File: config.mk
export PLATFORM = sky130hd
export DESIGN_NAME = instr_fetch_unit
export DESIGN_NICKNAME = d
export VERILOG_FILES = /design/src/rtl/instr_fetch_unit.sv
export SDC_FILE = /design/constraint.sdc
export NUM_CORES = 1
export LEC_CHECK = 0
export ABC_AREA = 1
export CORE_MARGIN = 2
export CORE_UTILIZATION = 34
export DETAILED_ROUTE_END_ITERATION = 10
export GPL_ROUTABILITY_DRIVEN = 0
export PLACE_DENSITY = 0.63
export SLEW_MARGIN = 30
export SYNTH_ARGS = -nofsm -noshare
export SYNTH_HDL_FRONTEND = slang
export SYNTH_SLANG_ARGS = --single-unit
export TNS_END_PERCENT = 50
File: constraint.sdc
create_clock -name clk -period 4.3 [get_ports clk]
set_input_delay 1.29 -clock clk [delete_from_list [all_inputs] [get_ports clk]]
set_output_delay 1.29 -clock clk [all_outputs]
set_load 0.02 [all_outputs]
File: src/rtl/instr_fetch_unit.sv
// Instruction fetch unit: owns the PC, fetches over a req/ack port, and holds the IR for the control FSM.
// Define IFU_PERF_CNT_EN to add fetch/taken/stall performance counters.
module instr_fetch_unit #(
  parameter logic [31:0] RESET_PC = 32'h0000_0000,
  parameter int unsigned TIMEOUT  = 15
) (
  input  logic        clk,
  input  logic        rst,
  output logic        imem_req,
  output logic [31:0] imem_addr,
  input  logic        imem_ack,
  input  logic [31:0] imem_rdata,
  output logic [31:0] instr,
  output logic [5:0]  opcode,
  output logic [5:0]  funct,
  output logic        instr_valid,
  input  logic        dec_ready,
  input  logic        stall,
  input  logic        beq,
  input  logic        bne,
  input  logic        j,
  input  logic        z,
  output logic [31:0] pc_out,
  output logic        fetch_err
`ifdef IFU_PERF_CNT_EN
  ,
  output logic [31:0] fetch_cnt,
  output logic [31:0] taken_cnt,
  output logic [31:0] stall_cnt
`endif
);

  localparam int unsigned CNT_W = (TIMEOUT > 1) ? $clog2(TIMEOUT + 1) : 1;
  localparam logic [CNT_W-1:0] TO_LAST = CNT_W'(TIMEOUT - 1);

  typedef enum logic [1:0] {S_IDLE, S_FETCH, S_RETRY, S_VALID} state_t;

  state_t            state_q, state_d;
  logic [31:0]       pc_q, pc_d;
  logic [31:0]       instr_q, instr_d;
  logic [31:0]       pc_out_q, pc_out_d;
  logic              instr_valid_q, instr_valid_d;
  logic              imem_req_q, imem_req_d;
  logic              fetch_err_q, fetch_err_d;
  logic [CNT_W-1:0]  cnt_q, cnt_d;

  logic [31:0] pc4, br_off, next_pc;
  logic        br_taken, accept;

  always_comb begin
    pc4      = pc_out_q + 32'd4;
    br_off   = {{14{instr_q[15]}}, instr_q[15:0], 2'b00};
    // beq wins when the FSM illegally raises both branch controls
    br_taken = beq ? z : (bne & ~z);
    if (j)
      next_pc = {pc4[31:28], instr_q[25:0], 2'b00};
    else if (br_taken)
      next_pc = pc4 + br_off;
    else
      next_pc = pc4;
  end

  assign accept = (state_q == S_VALID) && dec_ready && !stall;

  always_comb begin
    state_d       = state_q;
    pc_d          = pc_q;
    instr_d       = instr_q;
    pc_out_d      = pc_out_q;
    instr_valid_d = instr_valid_q;
    fetch_err_d   = fetch_err_q;
    cnt_d         = cnt_q;
    case (state_q)
      S_IDLE:  state_d = S_FETCH;
      S_FETCH: begin
        if (imem_ack) begin
          instr_d       = imem_rdata;
          instr_valid_d = 1'b1;
          pc_out_d      = pc_q;
          cnt_d         = '0;
          state_d       = S_VALID;
        end else if (TIMEOUT != 0) begin
          if (cnt_q == TO_LAST) begin
            fetch_err_d = 1'b1;
            cnt_d       = '0;
            state_d     = S_RETRY;
          end else begin
            cnt_d = cnt_q + 1'b1;
          end
        end
      end
      S_RETRY: state_d = S_FETCH;
      S_VALID: begin
        if (accept) begin
          instr_valid_d = 1'b0;
          pc_d          = next_pc;
          state_d       = S_FETCH;
        end
      end
      default: state_d = S_IDLE;
    endcase
    imem_req_d = (state_d == S_FETCH);
  end

  always_ff @(posedge clk) begin
    if (!rst) begin
      state_q       <= S_IDLE;
      pc_q          <= RESET_PC;
      instr_q       <= '0;
      pc_out_q      <= RESET_PC;
      instr_valid_q <= 1'b0;
      imem_req_q    <= 1'b0;
      fetch_err_q   <= 1'b0;
      cnt_q         <= '0;
    end else begin
      state_q       <= state_d;
      pc_q          <= pc_d;
      instr_q       <= instr_d;
      pc_out_q      <= pc_out_d;
      instr_valid_q <= instr_valid_d;
      imem_req_q    <= imem_req_d;
      fetch_err_q   <= fetch_err_d;
      cnt_q         <= cnt_d;
    end
  end

  assign imem_req    = imem_req_q;
  assign imem_addr   = pc_q;
  assign instr       = instr_q;
  assign opcode      = instr_q[31:26];
  assign funct       = instr_q[5:0];
  assign instr_valid = instr_valid_q;
  assign pc_out      = pc_out_q;
  assign fetch_err   = fetch_err_q;

`ifdef IFU_PERF_CNT_EN
  logic [31:0] fetch_cnt_q, fetch_cnt_d;
  logic [31:0] taken_cnt_q, taken_cnt_d;
  logic [31:0] stall_cnt_q, stall_cnt_d;

  always_comb begin
    fetch_cnt_d = fetch_cnt_q + 32'((state_q == S_FETCH) && imem_ack);
    taken_cnt_d = taken_cnt_q + 32'(accept && (next_pc != pc4));
    stall_cnt_d = stall_cnt_q + 32'((state_q == S_VALID) && instr_valid_q && stall);
  end

  always_ff @(posedge clk) begin
    if (!rst) begin
      fetch_cnt_q <= '0;
      taken_cnt_q <= '0;
      stall_cnt_q <= '0;
    end else begin
      fetch_cnt_q <= fetch_cnt_d;
      taken_cnt_q <= taken_cnt_d;
      stall_cnt_q <= stall_cnt_d;
    end
  end

  assign fetch_cnt = fetch_cnt_q;
  assign taken_cnt = taken_cnt_q;
  assign stall_cnt = stall_cnt_q;
`endif

endmodule
After elaboration in Yosys (flattened, before gate mapping)
Cells that the tools add are included.
{"block": "totals", "ff_bits": 105, "output_inout_bits": 111}
{"block": "classes", "n_addsub": 3, "n_eq_ne": 7, "n_mux": 12, "bitwise_logic": 3, "n_reduce_logical": 10}
{"operator": "$mux W32", "count": 2}
{"operator": "$add A32 B3 Y32 const B", "count": 1}
{"operator": "$add A32 B32 Y32", "count": 1}
{"operator": "$mux W4", "count": 2}
{"operator": "$mux W2", "count": 3}
{"operator": "$pmux W2 S3", "count": 1}
{"operator": "$reduce_and A3 Y1", "count": 2}
{"operator": "$add A4 B1 Y4 const B", "count": 1}
{"operator": "$eq A2 B1 Y1 const B", "count": 2}
{"operator": "$eq A2 B2 Y1 const B", "count": 2}
{"operator": "$eq A4 B4 Y1 const B", "count": 1}
{"operator": "$ne A2 B2 Y1 const B", "count": 2}
{"operator": "$reduce_and A2 Y1", "count": 2}
{"operator": "$mux W1", "count": 3}
{"operator": "$logic_and A1 B1 Y1", "count": 2}
{"operator": "$logic_not A2 Y1", "count": 1}
{"operator": "$not A1 Y1", "count": 2}
{"operator": "$pmux W1 S2", "count": 1}
{"operator": "$reduce_bool A2 Y1", "count": 1}
{"operator": "$reduce_or A2 Y1", "count": 1}
{"operator": "$and A1 B1 Y1", "count": 1}
{"operator": "$logic_not A1 Y1", "count": 1}

Depth between registers and ports, before layout
{"block": "logic_depth", "depth_word": 6, "mapped_depth": 23, "depth_no_buf": 23}

Least setup slack after synthesis
No wires, ideal clock.
{"block": "synth_path", "path_kind": "reg2reg", "start": "register pc_out_q[2], in the netlist pc_out[2]", "end": "register pc_q[21], in the netlist imem_addr[21]", "arrival_ps": 2682, "t_required_ps": 4188, "setup_slack_ps": 1506, "stages_incl_launch_ff": 20, "path_buffers": 0, "period_less_slack_ps": 2794, "path_cell_list": "dfxtp_1 -> ha_1 -> nand2_4 -> nor2_4 -> nand2_4 -> nor2_4 -> xor2_1 -> inv_1 -> ha_1 -> nand2_1 -> nor2_1 -> inv_1 -> nor3_1 -> nand4_1 -> nand3_1 -> nand2_1 -> nand3_1 -> nand2_1 -> nand2_1 -> nand2_1"}
{"block": "synth_via", "elab_chain_cells": 4}
{"element": "from (decl)", "line": "41", "source": "logic [31:0] pc_out_q, pc_out_d;"}
{"element": "from (signal assigned)", "line": "119", "source": "pc_out_q <= pc_out_d;"}
{"element": "$add A32 B3 Y32 *", "line": "51", "source": "pc4 = pc_out_q + 32'd4;"}
{"element": "$add A32 B32 Y32", "line": "58", "source": "next_pc = pc4 + br_off;"}
{"element": "$mux W32 *", "line": "57", "source": "else if (br_taken)"}
{"element": "$mux W32 *", "line": "55", "source": "if (j)"}
{"element": "to (signal assigned)", "line": "117", "source": "pc_q <= pc_d;"}
{"element": "to (decl)", "line": "39", "source": "logic [31:0] pc_q, pc_d;"}
Mark *: on every way between the ends. The rest lies on a longest branch, timed or not.
A chain may end at the register's enable or synchronous reset.

Worst setup path in the final report
{"block": "layout_path", "start": "register pc_out_q[2], in the netlist pc_out[2]", "end": "register pc_q[29], in the netlist imem_addr[29]"}
{"block": "layout_via", "elab_chain_cells": 4}
{"element": "$add A32 B3 Y32 *", "line": "51"}
{"element": "$add A32 B32 Y32", "line": "58"}
{"element": "$mux W32", "line": "57"}
{"element": "$mux W32 *", "line": "55"}
Marks and branches as above.

==> metrics.yaml <==
outcome:
  outcome: "finished clean"
timing:
  max_slew_margin_pct: 49.2
  finalHoldViolations: 0
  whs_ns: 0.467
  setup_viol: 0
  setup_tns_ns: 0
  fmax_mhz: 302
  maxSlewViolCount: 0
  worstMarginPinSlew_ns: 0.761
  min_period_over_period_pct: 77.0
  fin_crit_ns: 3.31
  fin_skew_ns: 0.0110
  rsz0062_at_grt: "false"
drt:
  ant_nets: 0
  firstDrtPassIters: 5
  routed_wl_um: 25600
  wl_per_cell_um: 16.4
  via_per_inst: 5.06
  num_vias: 7916
  drtIter0Drc: 701
  drc: 0
worst_setup_path:
  r2r_slack_ns: 0.99
  rr_startpoint: "pc_out[2]$_SDFFE_PN0P_"
  crit_buf_inv: 1
  startpoint: "pc_out[2]$_SDFFE_PN0P_"
  critPathRequiredTime_ns: 4.56
  reg2reg_depth: 18
  slowest_delay_ns: 0.49
  crit_path_cell_trace: "ha_1 > nand3_2 > inv_2 > nand4_1 > nor2_1 > nand2_1 > nand2_1 > nand2_1 > ha_1 > nand2_1 > nor2_1 > nand2_1 > nor4_1 > nand2_1 > nand3_1 > nand3_1 > nand2_1 > nand2_1"
  critPathLaunchType: "flop"
  arrival_ns: 3.57
  endpoint_kind: "flop"
  critPathMaxFanout: 7
  cp.depth: 18
  cp_common_cell: "nand2_1"
  cpMaxStageDelayCell: "dfxtp_1"
  critPathKind: "flop to flop"
  cpLargestDelayFamily: "simple AND/OR/NAND/NOR gates"
hold_path:
  worstHoldPathCells: 2
  min_from: "imem_addr[24]$_SDFFE_PN0P_"
  hold_class: "flop to flop"
clock_tree:
  clk_latency_ns: 0.36
  cts_setup_buffers: 0
  clk_pin_slew_ns: 0.08
  cts_tree: "done"
  cts-buffers-inserted: 9
  cts.sinks: 105
  clockRootBuffer: "clkbuf_16"
  cts_hold_buf: 0
  ctsHtreeMaxLevel: 3
  cts_buffer_depth: 2
  postCtsResizedCells: 0
synthesis:
  synth_edf_count: 0
  synthDistinctLibCells: 44
  ys_seq_elements: 105
  synth_area_per_cell_sq_um: 6.31
  yosys_warnings: 0
  synth_fp_nets: 1243
  yosys.area.top_type: "dfxtp_1"
  synthTopCellsByArea: "dfxtp_1 29%, nand2_1 18%, a21oi_1 8.1%"
  netlist_area_sq_mm: 0.00733
  netlist.area_leader.share_pct: 28.7
  ys.flop_type: "dfxtp_1"
  synth.yosys.seq_area_share_pct: 28.7
  synthArstFlopShare_pct: 0
  synthCells: 1162
die:
  die-area_sq_mm: 0.0227
  rows: 53
  die_y_um: 151
  boundaryPins: 152
  start_util_pct: 34.8
  die_w_um: 151
  core_area_sq_mm: 0.0211
global_routing:
  grt_max_degree: 74
  grt_usage_pct: 22.4
  grt_pass1_vias: 7225
  grt_first_pass_wirelength_um: 39500
  overflow: 0
  antenna_found_initial: 0
layout:
  area_growth_pct: 26.9
  final_cell_count_no_fill: 1563
  final_nets: 1364
  n_antenna_cell: 0
  drive_gt1_share_pct: 5.05
power_and_ir_drop:
  ir_drop_mv: 0.196
  p_leak_nw: 4.17
  power.density_mw_per_mm2: 255
flow_run:
  cap_violations: 0
place:
  dp_hpwl_um: 19700
  dp_cells: 1547
  portBuffers: 151
## synthesized netlist by cell type (3+ instances only)
cell / number
nand3b_1: 5
dfxtp_1: 105
a21oi_1: 119
clkbuf_1: 31
o21ai_1: 12
xnor2_1: 3
inv_1: 138
nand2_4: 3
nor2_1: 78
clkbuf_8: 3
a211oi_1: 3
nor2_4: 4
inv_2: 4
nand2_2: 5
nor3_1: 12
buf_1: 3
or2_2: 3
a21o_1: 4
buf_4: 12
or2_0: 3
xor2_1: 24
nor2_2: 7
nand3_1: 97
o211ai_1: 7
o21bai_1: 6
nand4_1: 15
nand2_1: 344
ha_1: 39
o21ai_0: 51
## stage by stage
stage | util [%] | area (sq um) | worst slack [ns] | total power [mW]
5_1_grt | 44.1 | 9300 | 0.665 | 2.46
3_5_place_dp | 42.7 | 9000 | 0.971 | 1.54
4_1_cts | 44.1 | 9300 | 1.06 | 2.37
2_1_floorplan | - | 7330 | 1.51 | 1.34
3_3_place_gp | 42.7 | 9000 | 0.977 | 1.54
6_report | 44.1 | 9300 | 0.989 | 2.37
## area by class of cell
class                      count  area (sq um)
clock buffer                  10           239
clock inverter                 6          60.1
fill                        2283         11800
inverter                     143           538
multi-input combinational    861          4420
sequential                   105          2100
tap                          275           344
timing repair buffer         163          1600
## placed cells by master (no fill, tap or decap), types with 4 or more instances in the layout
cell               n
nor2_2             9
a21o_1             4
o21bai_1           6
o21ai_0           51
nand2_4            4
a21oi_1          119
nand2_1          343
inv_1            137
nand4_1           15
ha_1              39
clkdlybuf4s50_1  151
dfxtp_1          105
buf_4             12
o211ai_1           7
nand3_1           97
clkbuf_16          9
nand3b_1           5
o21ai_1           11
nor2_1            76
nor3_1            12
xor2_1            24
inv_2              5
nor2_4             4
nand2_2            5
## routing by layer
layer  global-route usage (%)  part of all wire, %
met1                     32.4                   47
met2                     34.4                   43
met3                     3.89                  7.6
met4                     5.98                  2.5
met5                        0                    0
## where the power goes
group	switching, mW	internal (mW)	total, mW
Sequential	0.0401	1.01	1.05
Combinational	0.290	0.187	0.478
Clock	0.420	0.424	0.844
## flip-flops by register name, indices dropped and copies added, names as in the netlist
register and cells:
pc_out 32, instr 32, fetch_err 1, imem_req 1, state_q 2, imem_addr 32
instr_valid 1, cnt_q 4
## logic make-up after synthesis
kind of cell,after synthesis,synth area share [%]
adders and majority gates,40,6.93
and+or+nand+nor,587,34.8
DFF,105,28.7
xor gates and xnor gates,27,3.23
AOI/OAI and AO/OA,207,15.1
buffers and inverters,196,11.3
## final timing paths
path / end
worst min-delay path: imem_addr[24]$_SDFFE_PN0P_
worst max register to register: imem_addr[29]$_SDFFE_PN0P_
worst min register to register: imem_addr[24]$_SDFFE_PN0P_
worst max-delay path: imem_addr[29]$_SDFFE_PN0P_
## worst min-delay path: cells and delay by family, from the launching register on
family | cells | cell delay [ns]
DFF | 1 | 0.32
and+or+nand+nor | 2 | 0.11
No activity file was read; power rests on OpenSTA's default activity.
